**src/rtl/csla_sub32_pipe.sv**
```systemverilog
// Two-stage carry-select 32-bit subtractor with valid/ready handshaking on both sides.
// Define CSLA_SUB_OVF_EN to add the pipelined signed-overflow output ovf.
module csla_sub32_pipe (
    input  logic        clk,
    input  logic        rst,
    input  logic        in_valid,
    output logic        in_ready,
    input  logic [31:0] A,
    input  logic [31:0] B,
    input  logic        Bin,
    output logic        out_valid,
    input  logic        out_ready,
    output logic [31:0] D,
    output logic        Bout
`ifdef CSLA_SUB_OVF_EN
    ,
    output logic        ovf
`endif
);

    logic        r_s1Valid;
    logic [15:0] r_s1DLo;
    logic        r_s1BorLo;
    logic [15:0] r_s1DHi0;
    logic        r_s1BorHi0;
    logic [15:0] r_s1DHi1;
    logic        r_s1BorHi1;

    logic        r_s2Valid;
    logic [31:0] r_D;
    logic        r_Bout;

    logic        w_s1Load;
    logic        w_s2Load;
    logic [16:0] w_lo;
    logic [16:0] w_hi0;
    logic [16:0] w_hi1;
    logic [15:0] w_dHi;
    logic        w_borHi;

    // Bit 16 of each 17-bit difference is the borrow out of that half.
    assign w_lo  = {1'b0, A[15:0]}  - {1'b0, B[15:0]}  - {16'd0, Bin};
    assign w_hi0 = {1'b0, A[31:16]} - {1'b0, B[31:16]};
    assign w_hi1 = {1'b0, A[31:16]} - {1'b0, B[31:16]} - 17'd1;

    assign w_s2Load = r_s1Valid && (!r_s2Valid || out_ready);
    assign in_ready = !r_s1Valid || w_s2Load;
    assign w_s1Load = in_valid && in_ready;

    assign w_dHi   = r_s1BorLo ? r_s1DHi1   : r_s1DHi0;
    assign w_borHi = r_s1BorLo ? r_s1BorHi1 : r_s1BorHi0;

    always_ff @(posedge clk) begin
        if (w_s1Load) begin
            r_s1DLo    <= w_lo[15:0];
            r_s1BorLo  <= w_lo[16];
            r_s1DHi0   <= w_hi0[15:0];
            r_s1BorHi0 <= w_hi0[16];
            r_s1DHi1   <= w_hi1[15:0];
            r_s1BorHi1 <= w_hi1[16];
        end
    end

    // Reset wins over any transfer in the same cycle, so in-flight data never surfaces.
    always_ff @(posedge clk) begin
        if (rst) begin
            r_s1Valid <= 1'b0;
            r_s2Valid <= 1'b0;
            r_D       <= 32'd0;
            r_Bout    <= 1'b0;
        end else begin
            if (w_s1Load) begin
                r_s1Valid <= 1'b1;
            end else if (w_s2Load) begin
                r_s1Valid <= 1'b0;
            end
            if (w_s2Load) begin
                r_s2Valid <= 1'b1;
                r_D       <= {w_dHi, r_s1DLo};
                r_Bout    <= w_borHi;
            end else if (out_ready) begin
                r_s2Valid <= 1'b0;
            end
        end
    end

    assign out_valid = r_s2Valid;
    assign D         = r_D;
    assign Bout      = r_Bout;

`ifdef CSLA_SUB_OVF_EN
    logic r_s1ASign;
    logic r_s1BSign;
    logic r_ovf;
    logic w_ovf;

    assign w_ovf = (r_s1ASign != r_s1BSign) && (w_dHi[15] != r_s1ASign);

    always_ff @(posedge clk) begin
        if (w_s1Load) begin
            r_s1ASign <= A[31];
            r_s1BSign <= B[31];
        end
    end

    always_ff @(posedge clk) begin
        if (rst) begin
            r_ovf <= 1'b0;
        end else if (w_s2Load) begin
            r_ovf <= w_ovf;
        end
    end

    assign ovf = r_ovf;
`endif

endmodule
```
**config.mk**
```make
export PLATFORM = sky130hd
export DESIGN_NAME = csla_sub32_pipe
export DESIGN_NICKNAME = d
export VERILOG_FILES = /design/src/rtl/csla_sub32_pipe.sv
export SDC_FILE = /design/constraint.sdc
export NUM_CORES = 1
export LEC_CHECK = 0
export CORE_ASPECT_RATIO = 0.5
export CORE_MARGIN = 2
export CORE_UTILIZATION = 56
export CTS_CLUSTER_SIZE = 30
export DETAILED_ROUTE_END_ITERATION = 16
export PLACE_DENSITY = 0.95
export SYNTH_ARGS = -nofsm -noshare
export SYNTH_HDL_FRONTEND = slang
export SYNTH_SLANG_ARGS = --single-unit
```
**constraint.sdc**
```tcl
create_clock -name clk -period 6.9 [get_ports clk]
set_input_delay 1.38 -clock clk [delete_from_list [all_inputs] [get_ports clk]]
set_output_delay 1.38 -clock clk [all_outputs]
set_load 0.01 [all_outputs]
```
==> metrics.md <==
| Metric | Value |
|---|---|
| Static leakage | 2.71 nW |
| WS Path Type | in2reg |
| Overflow left after global routing | 0 |
| Placer Congestion | 0.843 |
| Detailed placement HPWL | 7.63 mm |
| Detailed-route via count | 3866 |
| Crit Path Max Fanout | 3 |
| Number of warnings reported in the yosys synthesis log | 0 |
| # port buffers | 103 |
| Setup TNS | 0 ns |
| Total buffers and inverters traversed by the critical path | 2 |
| Setup slack of the critical path after layout | around 2.4 ns |
| Yosys top cell by area | sky130_fd_sc_hd__edfxtp_1 |
| Largest vdd supply drop | 0.135 mV |
| Post-CTS Setup Bufs | 0 |
| Wire length on met2 | 4.94 mm |
| TritonCTS clock tree | done |
| WL final | between 9 and 10 mm |
| Via count of the first global-routing pass | 3760 |
| Setup repair after global routing missed its margin | no |
| Buffer cell driving the clock tree root | sky130_fd_sc_hd__clkbuf_16 |
| Worst path top cell family by delay | compound AO/OA/AOI/OAI gates |
| Maximum capacitance violations | 0 |
| Synth cell types | 55 |
| Seq pwr share | 0.441 |
| Post_cts resized | 0 |
| Die outline area | 0.00989 mm^2 |
| WP data required | between 6 and 7 ns |
| Worst hold slack | 0.453 ns |
| Primary flip-flop cell chosen by synthesis mapping | sky130_fd_sc_hd__edfxtp_1 |
| Peak Freq | 223 MHz |
| Die width | 139 um |
| Critical Path Source Type | input pin |
| Number of pins with negative max-slew slack in the final report | 0 |
| DRC errors left | 0 |
| Clock latency on the worst-skew pair | about 0.34 ns |
| Clock Path Buffers | 2 |
| Setup Skew | 0.00628 ns |
| Largest net degree at the start of global routing | 52 |
| Combinational fraction of design power | 0.257 |
| Fraction of synthesized cell area taken by the top area cell type | 0.302 |
| Final Total Pwr | 1.48 mW |
| Yosys reg bits | between 80 and 90 |
| Status | finished clean |
| Number of design-rule violations left by the first detailed-router iteration | around 170 |
| Critical-path top delay cell | sky130_fd_sc_hd__clkdlybuf4s50_1 |
| Diode insertion count for antenna repair | 0 |
| Row cnt | 24 |
| Portion of the post-synthesis area used by sequential elements | 0.440 |
| Total clock buffers created by CTS | 9 |
| Die Y | 71.3 um |
| Depth of the CTS H-tree | 3 |
| Number of primary I/O pins | 104 |
| Clock network power share | 0.302 |
| Worst-path cell chain | clkdlybuf4s50_1 -> inv_1 -> fa_1 -> fa_1 -> nand2b_1 -> a21oi_1 -> o21ai_0 -> a211oi_1 -> o21ai_0 -> a311oi_1 -> a21oi_1 -> xnor2_1 |
| Cell Area, Synth | 0.00507 mm^2 |
| Clock input transition at the sequential cells of the worst setup and hold paths | roughly 0.060 ns |
| Most common cell in the netlist | sky130_fd_sc_hd__inv_1 |
| Class of the tightest hold or removal check | reg2reg |
| Cell area power density | 228 mW/mm^2 |
| Worst slew slack as a fraction of its limit | 0.222 |
| First-pass GRT wire length | 16.7 mm |
| Critical path endpoint category | flop |
| Internal power summed over all cells | 1.06 mW |
| Number of nets still failing antenna checks after routing | 0 |
| Share of final-layout standard cells stronger than drive strength 1 | 0.0513 |
| Min cycle time layout | 4.48 ns |
| Share of flip-flops with an asynchronous set or reset | 0 |
| Via/cell ratio | 5.22 |
| Placeable core region | 0.00877 mm^2 |
| Sinks on Clock Net | 86 |
| Critical Path AT | between 4 and 5 ns |
| Hold-fix buffer count after cts | 0 |
| Count of TritonRoute iterations in the first routing pass | 4 |
| Post-layout net count | 738 |
| Worst Max-Slew Pin Slew | 1.17 ns |
| Layout area overhead | 28.0% |
| Initial antenna violation count | 0 |
| EDFF count, synth | between 50 and 60 |
| Met3 Routed Length | 508 um |
| Sum of routed wire segments on met1 | 4.22 mm |
| Ranking of synthesized cells by area | sky130_fd_sc_hd__edfxtp_1, sky130_fd_sc_hd__dfxtp_1, sky130_fd_sc_hd__ha_1, sky130_fd_sc_hd__inv_1, sky130_fd_sc_hd__xnor2_1 |
| Syn avg cell area | 9.78 um^2 |
| Placed Area | 0.00621 mm^2 |
| DR WL/cell | 13.2 um |
| Final Hold Viols | 0 |
| Delay of the slowest cell on the worst path | 0.45 ns |
| Highest metal layer with signal wires | met4 |
| Final Cell Area | 0.00649 mm^2 |
| Fin crit share | 0.650 |
| Initial core utilization | 0.579 |
| Total of endpoints with negative setup slack in the final report | 0 |
| Cell count after synthesis | 519 |
| Global routing usage summed across all routing layers | 0.209 |
| Switching fraction of total power | 0.282 |
| Worst setup slack after placement | 2.12 ns |
| Net count after synthesis | 638 |
| Switching component of the power | 0.418 mW |
| Ranking of synthesized cells by instance count | sky130_fd_sc_hd__inv_1, sky130_fd_sc_hd__edfxtp_1, sky130_fd_sc_hd__ha_1 |
==> layer usage <==
layer	track usage	vias to the layer above
met5	0	-
met4	0.0786	0
met3	0.0541	16
met2	0.378	107
met1	0.244	1734
li1	-	2009
==> through the flow <==
step            util  std cells
2_1_floorplan      -        519
3_3_place_gp   0.708        725
3_5_place_dp   0.708        725
4_1_cts        0.741        741
5_1_grt        0.741        741
6_report       0.741        741
==> worst reg2reg max path: stages (launching register included) <==
cell and delay (ns):
sky130_fd_sc_hd__dfxtp_1 0.30, sky130_fd_sc_hd__nor2b_1 0.18, sky130_fd_sc_hd__nand2_1 0.10, sky130_fd_sc_hd__and2_2 0.92
==> cell families after synthesis <==
| logic type | after synthesis | share of synthesized area |
|---|---|---|
| flops | 86 | 0.440 |
| xor+xnor | 36 | 0.0621 |
| buf+inv | 91 | 0.0673 |
| fa+ha+maj | 50 | 0.128 |
| mux | 17 | 0.0335 |
| compound gates | 111 | 0.148 |
| simple gates | 128 | 0.121 |
==> layout by cell type, fill, tap and decap left out, drive strengths merged, types with 3 or more instances in the layout <==
master,count
mux2i,17
nand2,41
inv,79
clkbuf,10
or3,7
a31oi,5
a21oi,35
o21ai,14
edfxtp,51
dfxtp,35
nor2b,4
xnor2,23
fa,3
clkdlybuf4s50,103
a21o,8
and3,5
nor2,35
nand3,7
nand2b,9
a211oi,18
or2,4
ha,47
and2,4
xor2,13
o211ai,5
nor3,6
o21a,5
nor4,3
==> final cells by class <==
class                      instances  area, um^2
clock buffer                      10         229
clock inverter                     6        53.8
fill                             606        2270
inverter                          76         285
multi-input combinational        342        2510
sequential                        86        2230
tap                              117         146
timing repair buffer             104        1040
==> path summary, 6_finish.rpt <==
path / start / to / slack, ns / cells past startpoint
setup reg to reg: out_valid / r_s1DLo[0] / 4.99 / 3
setup / recovery: B[0] / r_s1BorLo / 2.42 / 12
hold / removal: D[3] / D[3] / 0.45 / 2
hold reg to reg: D[3] / D[3] / 0.45 / 2
==> registers in the layout, summed over array words and instances, names as in the netlist <==
register and flops:
D 32, r_s1DHi0 16, r_s1DHi1 16, r_s1DLo 16
Bout 1, out_valid 1, r_s1BorHi0 1, r_s1BorHi1 1
r_s1BorLo 1, r_s1Valid 1
==> power groups by stage <==
stage / Sequential, mW / Clock (mW) / Combinational, mW
2_1_floorplan: 0.659 / 0 / 0.253
3_3_place_gp: 0.661 / 0 / 0.361
3_5_place_dp: 0.665 / 0 / 0.378
4_1_cts: 0.654 / 0.455 / 0.380
5_1_grt: 0.660 / 0.476 / 0.425
6_report: 0.654 / 0.447 / 0.381
Note: power is estimated with default switching activity, not from simulation.
